==> config.mk <==
export PLATFORM = sky130hd
export DESIGN_NAME = arch_ctrl
export DESIGN_NICKNAME = d
export VERILOG_FILES = /design/src/rtl/arch_ctrl.sv
export SDC_FILE = /design/constraint.sdc
export NUM_CORES = 1
export LEC_CHECK = 0
export ABC_AREA = 1
export CORE_UTILIZATION = 57
export CTS_CLUSTER_DIAMETER = 150
export DETAILED_ROUTE_END_ITERATION = 8
export PLACE_DENSITY_LB_ADDON = 0.25
export SLEW_MARGIN = 10
export SYNTH_ARGS = -nofsm -noshare
export SYNTH_HDL_FRONTEND = slang
export SYNTH_SLANG_ARGS = --single-unit
export TNS_END_PERCENT = 50
==> constraint.sdc <==
create_clock -name clk -period 2.96 [get_ports clk]
set_input_delay 0.296 -clock clk [delete_from_list [all_inputs] [get_ports clk]]
set_output_delay 0.296 -clock clk [all_outputs]
set_load 0.01 [all_outputs]
==> src/rtl/arch_ctrl.sv <==
// Phase sequencer for the two-layer network: forward/back propagation enables and commit/eval strobes.
// Optional ARCH_CTRL_CONTINUOUS_EN: TR held during COMMIT restarts training with no IDLE cycle.
module arch_ctrl #(
  parameter int unsigned FPH_CYC = 4,
  parameter int unsigned FPO_CYC = 4,
  parameter int unsigned BPO_CYC = 4,
  parameter int unsigned BPH_CYC = 4
) (
  input  logic clk,
  input  logic rst_n,
  input  logic TR,
  input  logic VL,
  output logic FPH,
  output logic FPO,
  output logic BPO,
  output logic BPH,
  output logic S_Train,
  output logic S_Error
);

  typedef enum logic [2:0] {
    IDLE   = 3'd0,
    FWD_H  = 3'd1,
    FWD_O  = 3'd2,
    BWD_O  = 3'd3,
    BWD_H  = 3'd4,
    COMMIT = 3'd5,
    EVAL   = 3'd6
  } state_t;

  localparam logic [7:0] FPH_LD = 8'(FPH_CYC - 32'd1);
  localparam logic [7:0] FPO_LD = 8'(FPO_CYC - 32'd1);
  localparam logic [7:0] BPO_LD = 8'(BPO_CYC - 32'd1);
  localparam logic [7:0] BPH_LD = 8'(BPH_CYC - 32'd1);

  state_t     state_r, state_nxt;
  logic [7:0] cnt_r, cnt_nxt;
  logic       train_r, train_nxt;
  logic       cnt_zero_s;

  assign cnt_zero_s = (cnt_r == 8'd0);

  // State, phase counter and run mode registers
  always_ff @(posedge clk or negedge rst_n) begin
    if (!rst_n) begin
      state_r <= IDLE;
      cnt_r   <= 8'd0;
      train_r <= 1'b1;
    end else begin
      state_r <= state_nxt;
      cnt_r   <= cnt_nxt;
      train_r <= train_nxt;
    end
  end

  // Next-state, counter reload and mode latch
  always_comb begin
    state_nxt = state_r;
    cnt_nxt   = cnt_r;
    train_nxt = train_r;
    case (state_r)
      IDLE: begin
        if (TR) begin
          state_nxt = FWD_H;
          cnt_nxt   = FPH_LD;
          train_nxt = 1'b1;
        end else if (VL) begin
          state_nxt = FWD_H;
          cnt_nxt   = FPH_LD;
          train_nxt = 1'b0;
        end else begin
          cnt_nxt   = 8'd0;
        end
      end
      FWD_H: begin
        if (cnt_zero_s) begin
          state_nxt = FWD_O;
          cnt_nxt   = FPO_LD;
        end else begin
          cnt_nxt   = cnt_r - 8'd1;
        end
      end
      FWD_O: begin
        if (cnt_zero_s && train_r) begin
          state_nxt = BWD_O;
          cnt_nxt   = BPO_LD;
        end else if (cnt_zero_s) begin
          state_nxt = EVAL;
          cnt_nxt   = 8'd0;
        end else begin
          cnt_nxt   = cnt_r - 8'd1;
        end
      end
      BWD_O: begin
        if (cnt_zero_s) begin
          state_nxt = BWD_H;
          cnt_nxt   = BPH_LD;
        end else begin
          cnt_nxt   = cnt_r - 8'd1;
        end
      end
      BWD_H: begin
        if (cnt_zero_s) begin
          state_nxt = COMMIT;
          cnt_nxt   = 8'd0;
        end else begin
          cnt_nxt   = cnt_r - 8'd1;
        end
      end
      COMMIT: begin
`ifdef ARCH_CTRL_CONTINUOUS_EN
        if (TR) begin
          state_nxt = FWD_H;
          cnt_nxt   = FPH_LD;
          train_nxt = 1'b1;
        end else begin
          state_nxt = IDLE;
          cnt_nxt   = 8'd0;
        end
`else
        state_nxt = IDLE;
        cnt_nxt   = 8'd0;
`endif
      end
      EVAL: begin
        state_nxt = IDLE;
        cnt_nxt   = 8'd0;
      end
      default: begin
        state_nxt = IDLE;
        cnt_nxt   = 8'd0;
        train_nxt = 1'b1;
      end
    endcase
  end

  // Moore output decode of the registered state
  always_comb begin
    FPH     = 1'b0;
    FPO     = 1'b0;
    BPO     = 1'b0;
    BPH     = 1'b0;
    S_Train = 1'b0;
    S_Error = 1'b0;
    case (state_r)
      FWD_H:   FPH     = 1'b1;
      FWD_O:   FPO     = 1'b1;
      BWD_O:   BPO     = 1'b1;
      BWD_H:   BPH     = 1'b1;
      COMMIT:  S_Train = 1'b1;
      EVAL:    S_Error = 1'b1;
      default: FPH     = 1'b0;
    endcase
  end

endmodule

After elaboration in Yosys (flattened, before gate mapping)
Cells that the tools add are included.
- bits of input ports: 4
- flip-flop bits (word level): 12
- word-level logic and storage cells: 46
- output and inout bits: 6
- bitwise logic cells: 1
- equality and inequality tests: 11
- muxes and demuxes: 23
- add/subtract/negate cells: 1
- reductions and logical operators: 7
- operator list (kind ; count):
    $pmux W8 S4 ; 1
    $mux W8 ; 3
    $mux W3 ; 7
    $pmux W3 S5 ; 1
    $eq A3 B3 Y1 const B ; 3
    $logic_not A8 Y1 ; 1
    $mux W1 ; 8
    $sub A8 B1 Y8 const B ; 1
    $eq A3 B2 Y1 const B ; 2
    $ne A2 B2 Y1 const B ; 3
    $ne A3 B3 Y1 const B ; 2
    $reduce_or A6 Y1 ; 1
    $reduce_and A5 Y1 ; 1
    $mux W2 ; 2
    $eq A3 B1 Y1 const B ; 1
    $logic_not A3 Y1 ; 1
    $pmux W1 S2 ; 1
    $reduce_and A2 Y1 ; 1
    $reduce_or A2 Y1 ; 1
    $logic_and A1 B1 Y1 ; 1
    $not A1 Y1 ; 1

Longest topological paths before layout
Gate-level depths: netlist of the first run.
- depth after elaboration: 4
- gate-level depth with buffers: 9
- depth with buffers taken out: 9

Worst setup path before layout of the first run
OpenSTA, ideal clock, no wires.
- kind: flip-flop to flip-flop
- from: register cnt_r[0]
- to: register state_r[1]
- data arrival time: 1.136 ns
- clock period less this slack: 1.252 ns
- setup time: 0.116 ns
- data required time: 2.844 ns
- cell stages (with the launch flop): 10
- buffers on the path: 0
- setup slack: 1.708 ns
- cell sequence: dfrtp_1 inv_1 ha_1 nand2_1 nor2_4 nor2_4 inv_2 nand2_1 nand2_1 nand2_1
- longest elaborated chain between the ends: 4
- elaborated cells on any way between the ends: 9
- classes of those cells: 4 x eq/ne; 2 x mux; 3 x reduce/logical
- RTL lines (item ; line ; RTL):
    start, declared ; 37 ; logic [7:0] cnt_r, cnt_nxt;
    start signal, assigned ; 51 ; cnt_r <= cnt_nxt;
    $logic_not A8 Y1 (*) ; 41 ; assign cnt_zero_s = (cnt_r == 8'd0);
    $logic_and A1 B1 Y1 ; 84 ; if (cnt_zero_s && train_r) begin
    $ne A3 B3 Y1 (no source line) or $mux W3 (tied branches) ; -- ;
    $reduce_and A5 Y1 (no source line) or $pmux W3 S5 (tied branches) ; -- ;
    end signal, assigned ; 50 ; state_r <= state_nxt;
    end, declared ; 36 ; state_t state_r, state_nxt;
Mark *: on every way between the ends. The rest lies on a longest branch, timed or not.
A chain may end at the register's enable or synchronous reset.

Final worst setup path of the first run
- from: register state_r[1]
- to: output BPH
- longest elaborated chain between the ends: 2
- RTL lines (item ; line ; RTL):
    $eq A3 B3 Y1 ; 145 ; case (state_r)
    $mux W1 ; 145 ;
    end, declared ; 16 ; output logic BPH,
No other way between the ends.

==> results of run 1 <==
==> worst max-delay path, cell delays in order, from the launching register on <==
cell,delay [ns]
dfrtp_1,0.43
inv_2,0.14
nand2_2,0.09
nor2_1,0.22
clkdlybuf4s50_1,0.59
==> report_power, final <==
part | total [mW] | switching (mW) | internal [mW]
clock network | 0.135 | 0.0604 | 0.0749
registers | 0.300 | 0.0631 | 0.237
logic | 0.646 | 0.395 | 0.251
total | 1.08 | 0.518 | 0.563
==> cell usage in the layout, fill, tap and decap left out, types with 3 or more instances in the layout <==
cell / n
nand4_1: 3
nor2_1: 13
nand2_1: 30
nand3_1: 6
inv_2: 4
dfrtp_1: 11
nor3_1: 4
inv_1: 13
o21ai_0: 5
clkdlybuf4s50_1: 9
clkbuf_4: 3
==> metal layers <==
layer,global-route usage,share of wire,up-vias,routed length (um)
met5,0,0,-,0
met2,0.4631,0.49,19,801
met4,0.08621,0.012,0,20
met1,0.3132,0.45,317,735
met3,0.06818,0.043,2,70
li1,-,-,378,-
==> per-stage QoR <==
stage                     hold slack [ns]  setup WS [ns]    util
after floorplan                 0.0004090          1.708       -
after global placement             0.5310          1.253  0.6971
after detailed placement           0.5688          1.225  0.6971
after CTS                          0.3756         0.8958  0.7250
after global routing               0.4017         0.8172  0.7250
final                              0.3592         0.9030  0.7250
==> flip-flops by register name, summed over array words and instances, names as in the netlist <==
register  count
train_r       1
state_r       3
cnt_r         8
==> final timing paths <==
path / to / slack, ns / cells past startpoint
hold reg to reg: cnt_r[3] / 0.58 / 2
setup reg to reg: state_r[1] / 1.50 / 9
max in group asynchronous: train_r / 2.23 / 1
min in group clk: cnt_r[3] / 0.58 / 2
setup / recovery: BPH / 0.90 / 4
hold / removal: cnt_r[3] / 0.36 / 1
==> cells by family after synthesis <==
| logic type | synth area share |
|---|---|
| XOR/XNOR | 0.03292 |
| AO/OA/AOI/OAI | 0.07209 |
| adder cells (fa/ha/maj) | 0.03134 |
| flip-flops | 0.3777 |
| buffers and inverters | 0.07994 |
| AND/OR/NAND/NOR | 0.4060 |
==> area by class of cell <==
class	count	area share
multi-input combinational	81	0.4589
sequential	12	0.3196
timing repair buffer	9	0.09549
inverter	17	0.06764
clock buffer	4	0.03846
tap	15	0.01989
==> impl_results.md, run 1 <==
* Core box area at roughly 1300 um^2
* Mapped Cells at between 100 and 150
* Ys flop type: dfrtp_1
* Final Skew at 0.003119 ns
* Clk Latency, worst-skew pair at between 0.2 and 0.3 ns
* Top cells by area, synth: dfrtp_1 (34%), nand2_1 (14%), inv_1 (6.1%)
* Finished Layout Cells at 138
* Multi-input logic area at ~430 um^2
* Antenna-violating nets left at 0
* Fillers at 112
* Register area at 301.5 um^2
* Leakage at ~0.46 nW
* Startpoint types: register
* EDFF count, synth at 0
* FF-to-FF Start: cnt_r[0]
* Nets at 130
* Slew HR at 0.6396
* FF+latch count, synth at 12
* Syn Std Cell Area at between 700 and 800 um^2
* Endpoints failing setup at 0
* Synth cell types at 26
* GRT Util Overall at 0.2664
* Root Driver: clkbuf_4
* Fin crit share at 0.6949
* Total power at between 1 and 1.5 mW
* RSZ-0062 raised after global routing: no
* Hold_buf cts at 0
* Final instance area at approximately 940 um^2
* Final Critical Period at between 2 and 2.5 ns
* Status: finished clean
* Post-synth top area share at 0.3448
* Die Height at slightly below 40 um
* Initial antenna violation count at 0
* Hold Path Class: in -> async
* First-pass GRT wire length at around 2700 um
* Seq/Total Area, Yosys at 0.3777
* Largest net degree at the start of global routing at 13
* Initial Util at 0.6135
* Reg clk slew, reported paths at 0.08 ns
* Hpwl dp at ~1300 um
* Number of setup buffers added after CTS at 0
* Crit path required time at approximately 2.7 ns
* Total CTS buffers at 3
* DP Cell Count at roughly 130
* Setup CP Type: reg -> out
* Via Count at about 700
* CP Capture Type: output pin
* Area growth from synthesis to layout at 18.18%
* CP arrival at 1.76 ns
* # diodes at 0
* Clock Tree Buf Depth at 2
* DIE WIDTH at between 30 and 40 um
* Yosys top cell by area: dfrtp_1
* Total Die Area at around 1600 um^2
* Slew of the pin with the lowest slew margin at around 0.54 ns
* Row count at 13
* Mapped Nets at 116
* CTS tree: built
* IO buf count at 9
* PwrDens at ~1100 nW/um^2
* Max Cap Viol at 0
* DR iter-0 viols at 19
* I/O pin cnt at 10
* Top post-synthesis cells by count: nand2_1 (30), inv_1 (13), nor2_1 (13), dfrtp_1 (11), nand3_1 (6)
* Vias in the first global route at 672
* Fraction of layout instances using a drive strength above 1 at 0.1463
* Top-count cell post-synth: nand2_1
* Wirelength, routed at 1627 um
* Overflow after GRT at 0
* Area after DPL at 907.1 um^2
* Async S/R FF share, synth at 1.000
* CP Launch Point: state_r[1]
* Max FO, Critical Path at 5
* Mean post-synth cell area at just over 7 um^2
* Number of remaining DRC errors at 0
* Final RePlAce weighted congestion at a little over 0.8
* H-Tree Depth at 1
* Final Hold Viols at 0
* Clock sink count at 12
* Post-route setup TNS at 0 ns
* CTS resizes at 0
* Vias per cell at 5.188
* Avg WL per Cell at about 12 um
* Pre-antenna DRT Iters at 4
* Synth Warn # at 0
* Fmax at roughly 490 MHz
* VDD IR max at 0.7115 mV
* Fin. max-slew vios at 0
Power figures use the tool's default switching activity.
==> run 2: changes to the inputs <==
Settings changed: CORE_UTILIZATION 57 to 53.
Clock period 2.96 ns to 2 ns, I/O delays scaled along.
==> impl_results.md, run 2 (synthesis gave the netlist of run 1 again) <==
* Status: finished clean
* H-Tree Depth at 1
* Clock Tree Buf Depth at 2
* PwrDens at approximately 1700 nW/um^2
* Largest net degree at the start of global routing at 13
* CTS tree: built
* Clock sink count at 12
* Hold Path Class: in -> async
* Final Skew at about 0.0023 ns
* Antenna-violating nets left at 0
* Top flop regs: cnt_r x8, state_r x3, train_r x1
* Number of flip-flops in the largest register at 8
* Sequential power share at 0.275
* First-pass GRT wire length at about 2600 um
* Final Hold Viols at 0
* Area growth from synthesis to layout at 18.81%
* GRT Util Overall at 0.2412
* Final RePlAce weighted congestion at between 0.8 and 0.9
* Avg WL per Cell at between 10 and 15 um
* Total Die Area at 1665 um^2
* CP Capture Type: output pin
* Clock power share at 0.121
* CP Cell Sequence: inv_2 > nand2_2 > nor2_2 > clkdlybuf4s50_1
* Internal at around 0.83 mW
* Via Count at around 710
* I/O pin cnt at 10
* CP arrival at roughly 1.7 ns
* Sw power at 0.7701 mW
* Number of remaining DRC errors at 0
* FF-to-FF Start: cnt_r[0]
* Hpwl dp at ~1300 um
* Startpoint types: register
* Fraction of layout instances using a drive strength above 1 at 0.1626
* Post-route setup TNS at 0 ns
* Crit path required time at 1.80 ns
* Leakage at approximately 0.46 nW
* Pre-antenna DRT Iters at 5
* Clk Latency, worst-skew pair at about 0.27 ns
* Initial antenna violation count at 0
* Hold_buf cts at 0
* Sw Ratio at 0.4800
* Fillers at around 120
* Reg clk slew, reported paths at roughly 0.080 ns
* Met2 usage at 0.4453
* Min Hold Slack at 0.2801 ns
* Slew of the pin with the lowest slew margin at 0.5520 ns
* Number of setup buffers added after CTS at 0
* CTS resizes at 0
* GR peak layer: met2
* Met1 Resource Use GR at 0.2508
* VDD IR max at 0.8251 mV
* Worst reg2reg endpoint: state_r[1]
* RSZ-0062 raised after global routing: no
* Die Height at ~41 um
* Commonest non-fill, non-tap cells in the layout: nand2_1 (30), inv_1 (13), nor2_1 (11), dfrtp_1 (11), clkdlybuf4s50_1 (9)
* Total CTS buffers at 3
* R2r worst-path depth at 9
* # diodes at 0
* Slew HR at 0.6309
* DIE WIDTH at 40.81 um
* Endpoints failing setup at 0
* Nets at 130
* Initial Util at 0.5913
* Slowest cell on crit path: clkdlybuf4s50_1
* Fin. max-slew vios at 0
* Overflow after GRT at 0
* Fin crit share at 0.9473
* Vias in the first global route at 632
* Root Driver: clkbuf_4
* Wirelength, routed at 1685 um
* Max Cap Viol at 0
* Biggest register: cnt_r
* Combinational group share of total power at 0.604
* Max FO, Critical Path at 6
* Fmax at 527.8 MHz
* IO buf count at 9
* CP peak stage delay at ~0.57 ns
* Row count at 13
* GR Util met3 at 0.04891
* Final Critical Period at 1.895 ns
* Flop2flop setup slack at between 0.5 and 0.6 ns
* Setup CP Type: reg -> out
* Commonest non-fill, non-tap cell in the layout: nand2_1
* Vias per cell at 5.152
* DR iter-0 viols at 19
* Core box area at about 1400 um^2
## run 2: how the worst max path moves through the flow
stage               startpoint         end  slack (ns)  cells after the start
floorplan             cnt_r[0]  state_r[1]        0.75                      9
global placement    state_r[1]         BPH        0.39                      4
detailed placement  state_r[1]         BPH        0.34                      4
CTS                 state_r[1]         BPH        0.02                      4
global route        state_r[0]         BPH       0.001                      4
finish              state_r[0]         BPH        0.11                      4
## run 2: through the flow
stage               power, mW  instances  cell area, um^2  setup WS [ns]  utilization
floorplan               1.150        110            798.3         0.7480            -
global placement        1.363        134            907.1         0.3869       0.6719
detailed placement      1.401        134            907.1         0.3421       0.6719
CTS                     1.609        138            943.4        0.02451       0.6988
global route            1.761        138            948.4       0.001152       0.7025
finish                  1.604        138            948.4         0.1054       0.7025
## run 2: critical path: cells and delay by family (launching register included)
kind                   cells  cell delay [ns]
and+or+nand+nor            2             0.28
buffers and inverters      2             0.71
DFF                        1             0.44
## run 2: layout make-up
cell class / count / area [um^2] / area share
Multi-Input combinational cell: 81 / 437.9 / 0.4617
Sequential cell: 12 / 301.5 / 0.3179
Timing Repair Buffer: 9 / 90.09 / 0.09499
Inverter: 17 / 63.81 / 0.06728
Clock buffer: 4 / 36.28 / 0.03826
Tap cell: 15 / 18.77 / 0.01979
## run 2: layer usage
layer	vias up	wire length (um)
li1	378	-
met5	-	0
met2	20	833
met4	0	31
met1	309	733
met3	4	85
## run 2: power by group through the flow
stage | Sequential, mW | Clock [mW] | Combinational (mW)
finish | 0.441 | 0.194 | 0.969
global route | 0.455 | 0.212 | 1.09
CTS | 0.440 | 0.202 | 0.968
detailed placement | 0.445 | 0 | 0.955
global placement | 0.439 | 0 | 0.924
floorplan | 0.426 | 0 | 0.724
==> run 3: changes to the inputs <==
Settings changed: GPL_ROUTABILITY_DRIVEN set to 0.
==> results of run 3 <==
Final layout, timing and power as in run 2 (identical DEF).
